### src/rtl/fifo_modport.sv
// Synchronous single-clock FIFO with registered read port, registered flags/count,
// and one-cycle overflow/underflow pulses. Pointers carry an extra wrap bit.
module fifo_modport #(
    parameter int DATA_WIDTH = 8,
    parameter int ADDR_WIDTH = 4
) (
    input  logic                  clk,
    input  logic                  rst,
    input  logic                  write_en,
    input  logic [DATA_WIDTH-1:0] write_data,
    input  logic                  read_en,
    output logic [DATA_WIDTH-1:0] read_data,
    output logic                  write_full,
    output logic                  read_empty,
    output logic [ADDR_WIDTH-1:0] waddr,
    output logic [ADDR_WIDTH-1:0] raddr,
    output logic [ADDR_WIDTH:0]   count,
    output logic                  overflow,
    output logic                  underflow
);

    localparam int DEPTH = 1 << ADDR_WIDTH;
    localparam int PW    = ADDR_WIDTH + 1;

    logic [DATA_WIDTH-1:0] mem [DEPTH];

    logic [PW-1:0]         wptr_q, wptr_d;
    logic [PW-1:0]         rptr_q, rptr_d;
    logic [PW-1:0]         count_q, count_d;
    logic                  full_q, full_d;
    logic                  empty_q, empty_d;
    logic                  overflow_q, overflow_d;
    logic                  underflow_q, underflow_d;
    logic [DATA_WIDTH-1:0] read_data_q, read_data_d;

    logic rd_acc;
    logic wr_acc;

    always_comb begin
        rd_acc = read_en && !empty_q;
        // A full FIFO still takes a write when a read frees a slot on the same edge.
        wr_acc = write_en && (!full_q || rd_acc);

        wptr_d      = wptr_q + PW'(wr_acc);
        rptr_d      = rptr_q + PW'(rd_acc);
        count_d     = wptr_d - rptr_d;
        empty_d     = (wptr_d == rptr_d);
        full_d      = (wptr_d[ADDR_WIDTH] != rptr_d[ADDR_WIDTH]) &&
                      (wptr_d[ADDR_WIDTH-1:0] == rptr_d[ADDR_WIDTH-1:0]);
        overflow_d  = write_en && !wr_acc;
        underflow_d = read_en && !rd_acc;

        read_data_d = read_data_q;
        if (rd_acc) begin
            read_data_d = mem[rptr_q[ADDR_WIDTH-1:0]];
        end
    end

    // Storage is not reset; the empty flag guarantees unwritten words are never read.
    always_ff @(posedge clk) begin
        if (wr_acc) begin
            mem[wptr_q[ADDR_WIDTH-1:0]] <= write_data;
        end
    end

    always_ff @(posedge clk or negedge rst) begin
        if (!rst) begin
            wptr_q      <= '0;
            rptr_q      <= '0;
            count_q     <= '0;
            full_q      <= 1'b0;
            empty_q     <= 1'b1;
            overflow_q  <= 1'b0;
            underflow_q <= 1'b0;
            read_data_q <= '0;
        end else begin
            wptr_q      <= wptr_d;
            rptr_q      <= rptr_d;
            count_q     <= count_d;
            full_q      <= full_d;
            empty_q     <= empty_d;
            overflow_q  <= overflow_d;
            underflow_q <= underflow_d;
            read_data_q <= read_data_d;
        end
    end

    assign read_data  = read_data_q;
    assign write_full = full_q;
    assign read_empty = empty_q;
    assign waddr      = wptr_q[ADDR_WIDTH-1:0];
    assign raddr      = rptr_q[ADDR_WIDTH-1:0];
    assign count      = count_q;
    assign overflow   = overflow_q;
    assign underflow  = underflow_q;

endmodule

### config.mk
export PLATFORM = sky130hd
export DESIGN_NAME = fifo_modport
export DESIGN_NICKNAME = d
export VERILOG_FILES = /design/src/rtl/fifo_modport.sv
export SDC_FILE = /design/constraint.sdc
export NUM_CORES = 1
export LEC_CHECK = 0
export BUFFER_PORTS_ARGS = -buffer_cell sky130_fd_sc_hd__buf_2
export CORE_MARGIN = 3
export CORE_UTILIZATION = 55
export DETAILED_ROUTE_END_ITERATION = 8
export PLACE_DENSITY_LB_ADDON = 0.2
export RECOVER_POWER = 25
export SETUP_SLACK_MARGIN = 0.15
export SKIP_CTS_REPAIR_TIMING = 1
export SYNTH_ARGS = -nofsm -noshare
export SYNTH_HDL_FRONTEND = slang
export SYNTH_SLANG_ARGS = --single-unit
### constraint.sdc
create_clock -name clk -period 5.3 [get_ports clk]
set_clock_uncertainty 0.1 [all_clocks]
set_input_delay 1.06 -clock clk [delete_from_list [all_inputs] [get_ports clk]]
set_output_delay 1.06 -clock clk [all_outputs]
set_load 0.005 [all_outputs]
==> results.sh <==
export IMPL_rows=38
export IMPL_vias=3474
export IMPL_cp_cell_sequence="buf_2 -> nand2b_1 -> nand2_1 -> nand2_1 -> inv_2 -> ha_1 -> ha_1 -> xor2_1 -> ha_1 -> a21oi_1 -> o21ai_0 -> xor2_1"
export IMPL_yosysSeqAreaShare=0.711
export IMPL_crit_fanout=11
export IMPL_hpwl_um=8090
export IMPL_slew_headroom=-0.0569
export IMPL_critical_path_class="input port to flop"
export IMPL_tightest_slew_ns=1.59
export IMPL_violations="capacitance limit, slew limit"
export IMPL_die_w_um=114
export IMPL_wire_per_inst_um=21.8
export IMPL_leakagePower_nw=2.73
export IMPL_grt_pass1_wl_um=20200
export IMPL_fin_util=0.644
export IMPL_cap_violations=1
export IMPL_ir_drop_v=0.000449
export IMPL_start_kind="input port"
export IMPL_rsz0062_at_grt="false"
export IMPL_status="finished with violations"
export IMPL_path_common_cell="ha_1"
export IMPL_fillers=790
export IMPL_hold_class="flop to flop"
export IMPL_num_antenna_cells=0
export IMPL_drive_above_1_share=0.183
export IMPL_clk_insertion_delay_late_ns=0.41
export IMPL_cts_buffers=17
export IMPL_antenna_found_initial=0
export IMPL_fmax_mhz=309
export IMPL_worstHoldStart="read_data[3]"
export IMPL_syn_area_sq_um=6360
export IMPL_clockBufferDepth=2
export IMPL_detail_route_antenna_nets=0
export IMPL_vias_per_cell=5.85
export IMPL_h_tree_depth=4
export IMPL_drtPass1Iterations=4
export IMPL_r2r_start="read_empty"
export IMPL_hold_slack_ns=0.385
export IMPL_yosys_register_bits=155
export IMPL_slowest_stage="nand2b_1"
export IMPL_drt_iter0_markers=334
export IMPL_avgSynthCellArea_sq_um=15.7
export IMPL_yosysWarnings=0
export IMPL_period_minus_slack_ns=3.23
export IMPL_drc=0
export IMPL_die_h_um=114
export IMPL_overflow=0
export IMPL_synth_cells=405
export IMPL_worstSetupStartpoint="read_en"
export IMPL_final_max_slew_viol_count=28
export IMPL_dpl_worst_slack_ns=1.67
export IMPL_track_usage=0.215
export IMPL_power_density_nw_per_um2=583
export IMPL_cp_data_required_time_ns=5.48
export IMPL_period_share=0.610
export IMPL_nNetsFinal=463
export IMPL_numClockSinks=155
export IMPL_gp_congestion=0.876
export IMPL_tritoncts="built"
export IMPL_hold_violations=0
export IMPL_fin_ws_ns=2.07
export IMPL_initial_core_util=0.574
export IMPL_wl_um=13000
export IMPL_dieArea_sq_um=12900
export IMPL_worstSetupEndpointType="flop"
export IMPL_grt_max_degree=66
export IMPL_root_buffer="clkbuf_16"
export IMPL_ys_types=36
export IMPL_area_delta_synth_final_pct=12.2
export IMPL_slowest_delay_ns=0.39
export IMPL_synth_net_count=427
export IMPL_grt_pass1_vias=3565
export IMPL_path_clk_slew_ns=0.06
export IMPL_core_area_sq_um=11100
export IMPL_setup_violations=0
export IMPL_io_buffers=36
export IMPL_critical_path_arrival_ns=3.42
export IMPL_io_pins=37
export IMPL_fin_setup_tns_ns=0
export IMPL_total_power_mw=4.16
[cell usage after synthesis]
master    number  area, sq um
dfstp_2        1         26.3
nor2_1        11         41.3
or3b_1         1         8.76
nand3b_1       3         22.5
nor4b_1        1         8.76
nand2_1       29          109
dfrtp_1       26          651
and3_1         1         6.26
buf_4         14          105
nor2_2         1         6.26
nand2b_1       3         18.8
inv_1         12         45.0
nand4_1        1         6.26
ha_1           9          113
a21oi_2        8         70.1
nor4_1         3         18.8
inv_2          1         3.75
mux2i_1       64          641
a21o_1         1         7.51
and2_1         3         18.8
nand3_2        1         10.0
a21oi_1       10         50.1
fa_1           1         20.0
xnor2_2        1         16.3
buf_2          3         15.0
buf_6          8         90.1
xnor2_1        4         35.0
clkbuf_1       2         7.51
edfxtp_1     128         3840
a22oi_1       16          120
nor2b_1        2         12.5
nand3_1       27          135
xor2_1         3         26.3
xor2_2         2         32.5
o21ai_0        1         5.00
nor3_1         3         15.0
[routing by layer]
metal	global-route usage	wire length [um]
met5	0	0
met4	0.0857	263
met3	0.0419	670
met2	0.327	6090
met1	0.308	5930
[worst max-delay path: cells and delay by family]
| kind | cells | cell delay [ns] |
|---|---|---|
| adder cells (fa/ha/maj) | 3 | 0.74 |
| XOR/XNOR | 2 | 0.43 |
| AO/OA/AOI/OAI | 2 | 0.26 |
| AND/OR/NAND/NOR | 3 | 0.72 |
| buffers and inverters | 2 | 0.20 |
[cell families after synthesis]
logic type,count (synthesis),share of synthesized area
XOR/XNOR,10,0.0173
flip-flops,155,0.711
AO/OA/AOI/OAI,36,0.0397
multiplexers,64,0.101
adder cells (fa/ha/maj),10,0.0209
AND/OR/NAND/NOR,90,0.0688
buffers and inverters,40,0.0419
[flip-flops by register name, indices dropped and copies added, names as in the netlist]
name	cells
mem	128
read_data	8
count	5
rptr_q	5
wptr_q	5
overflow	1
read_empty	1
underflow	1
write_full	1
[metrics by stage]
step | instances | area, sq um
after floorplan | 405 | 6360
after global placement | 562 | 6580
after detailed placement | 562 | 6580
after CTS | 594 | 7150
after global routing | 594 | 7140
final | 594 | 7140
[final timing paths]
check	slack, ns	depth (start not counted)	to
max	2.07	12	count[3]
min	0.38	2	read_data[3]
max reg2reg	2.23	11	count[3]
min reg2reg	0.38	2	read_data[3]
max in group asynchronous	3.03	1	rptr_q[0]
min in group asynchronous	0.94	1	wptr_q[3]
[area by class of cell]
type / instances / area (sq um) / area share
clock buffers: 23 / 468 / 0.0656
clock inverters: 9 / 96.3 / 0.0135
inverters: 13 / 48.8 / 0.00684
multi-input cells: 210 / 1590 / 0.223
flip-flops and latches: 155 / 4520 / 0.634
well taps: 140 / 175 / 0.0245
repair buffers: 44 / 231 / 0.0324
[cells in the final DEF (no fill, tap or decap), types with 2 or more instances in the layout]
cell         n
nor2_1      11
nor4_2       2
nor3_1       3
nor2b_1      2
a22oi_1     16
buf_4        8
bufinv_16    2
clkbuf_16   17
xor2_1       3
inv_1       12
xnor2_1      4
dfrtp_1     25
a21oi_1     10
a21oi_2      8
nand3b_1     3
xor2_2       2
clkbuf_1    11
edfxtp_1   128
nand2_1     29
and2_1       2
ha_1         9
buf_2       29
clkinv_2     5
clkbuf_8     2
mux2i_1     64
nand3_1     27
nand2b_1     3
[report_power, final]
part / leakage, nW / total, mW / internal, mW / switching, mW
Sequential: 1.48 / 1.67 / 1.54 / 0.131
Clock: 0.278 / 1.15 / 0.712 / 0.433
Combinational: 0.973 / 1.34 / 0.542 / 0.799
Total: 2.73 / 4.16 / 2.80 / 1.36
Note: power is estimated with default switching activity, not from simulation.
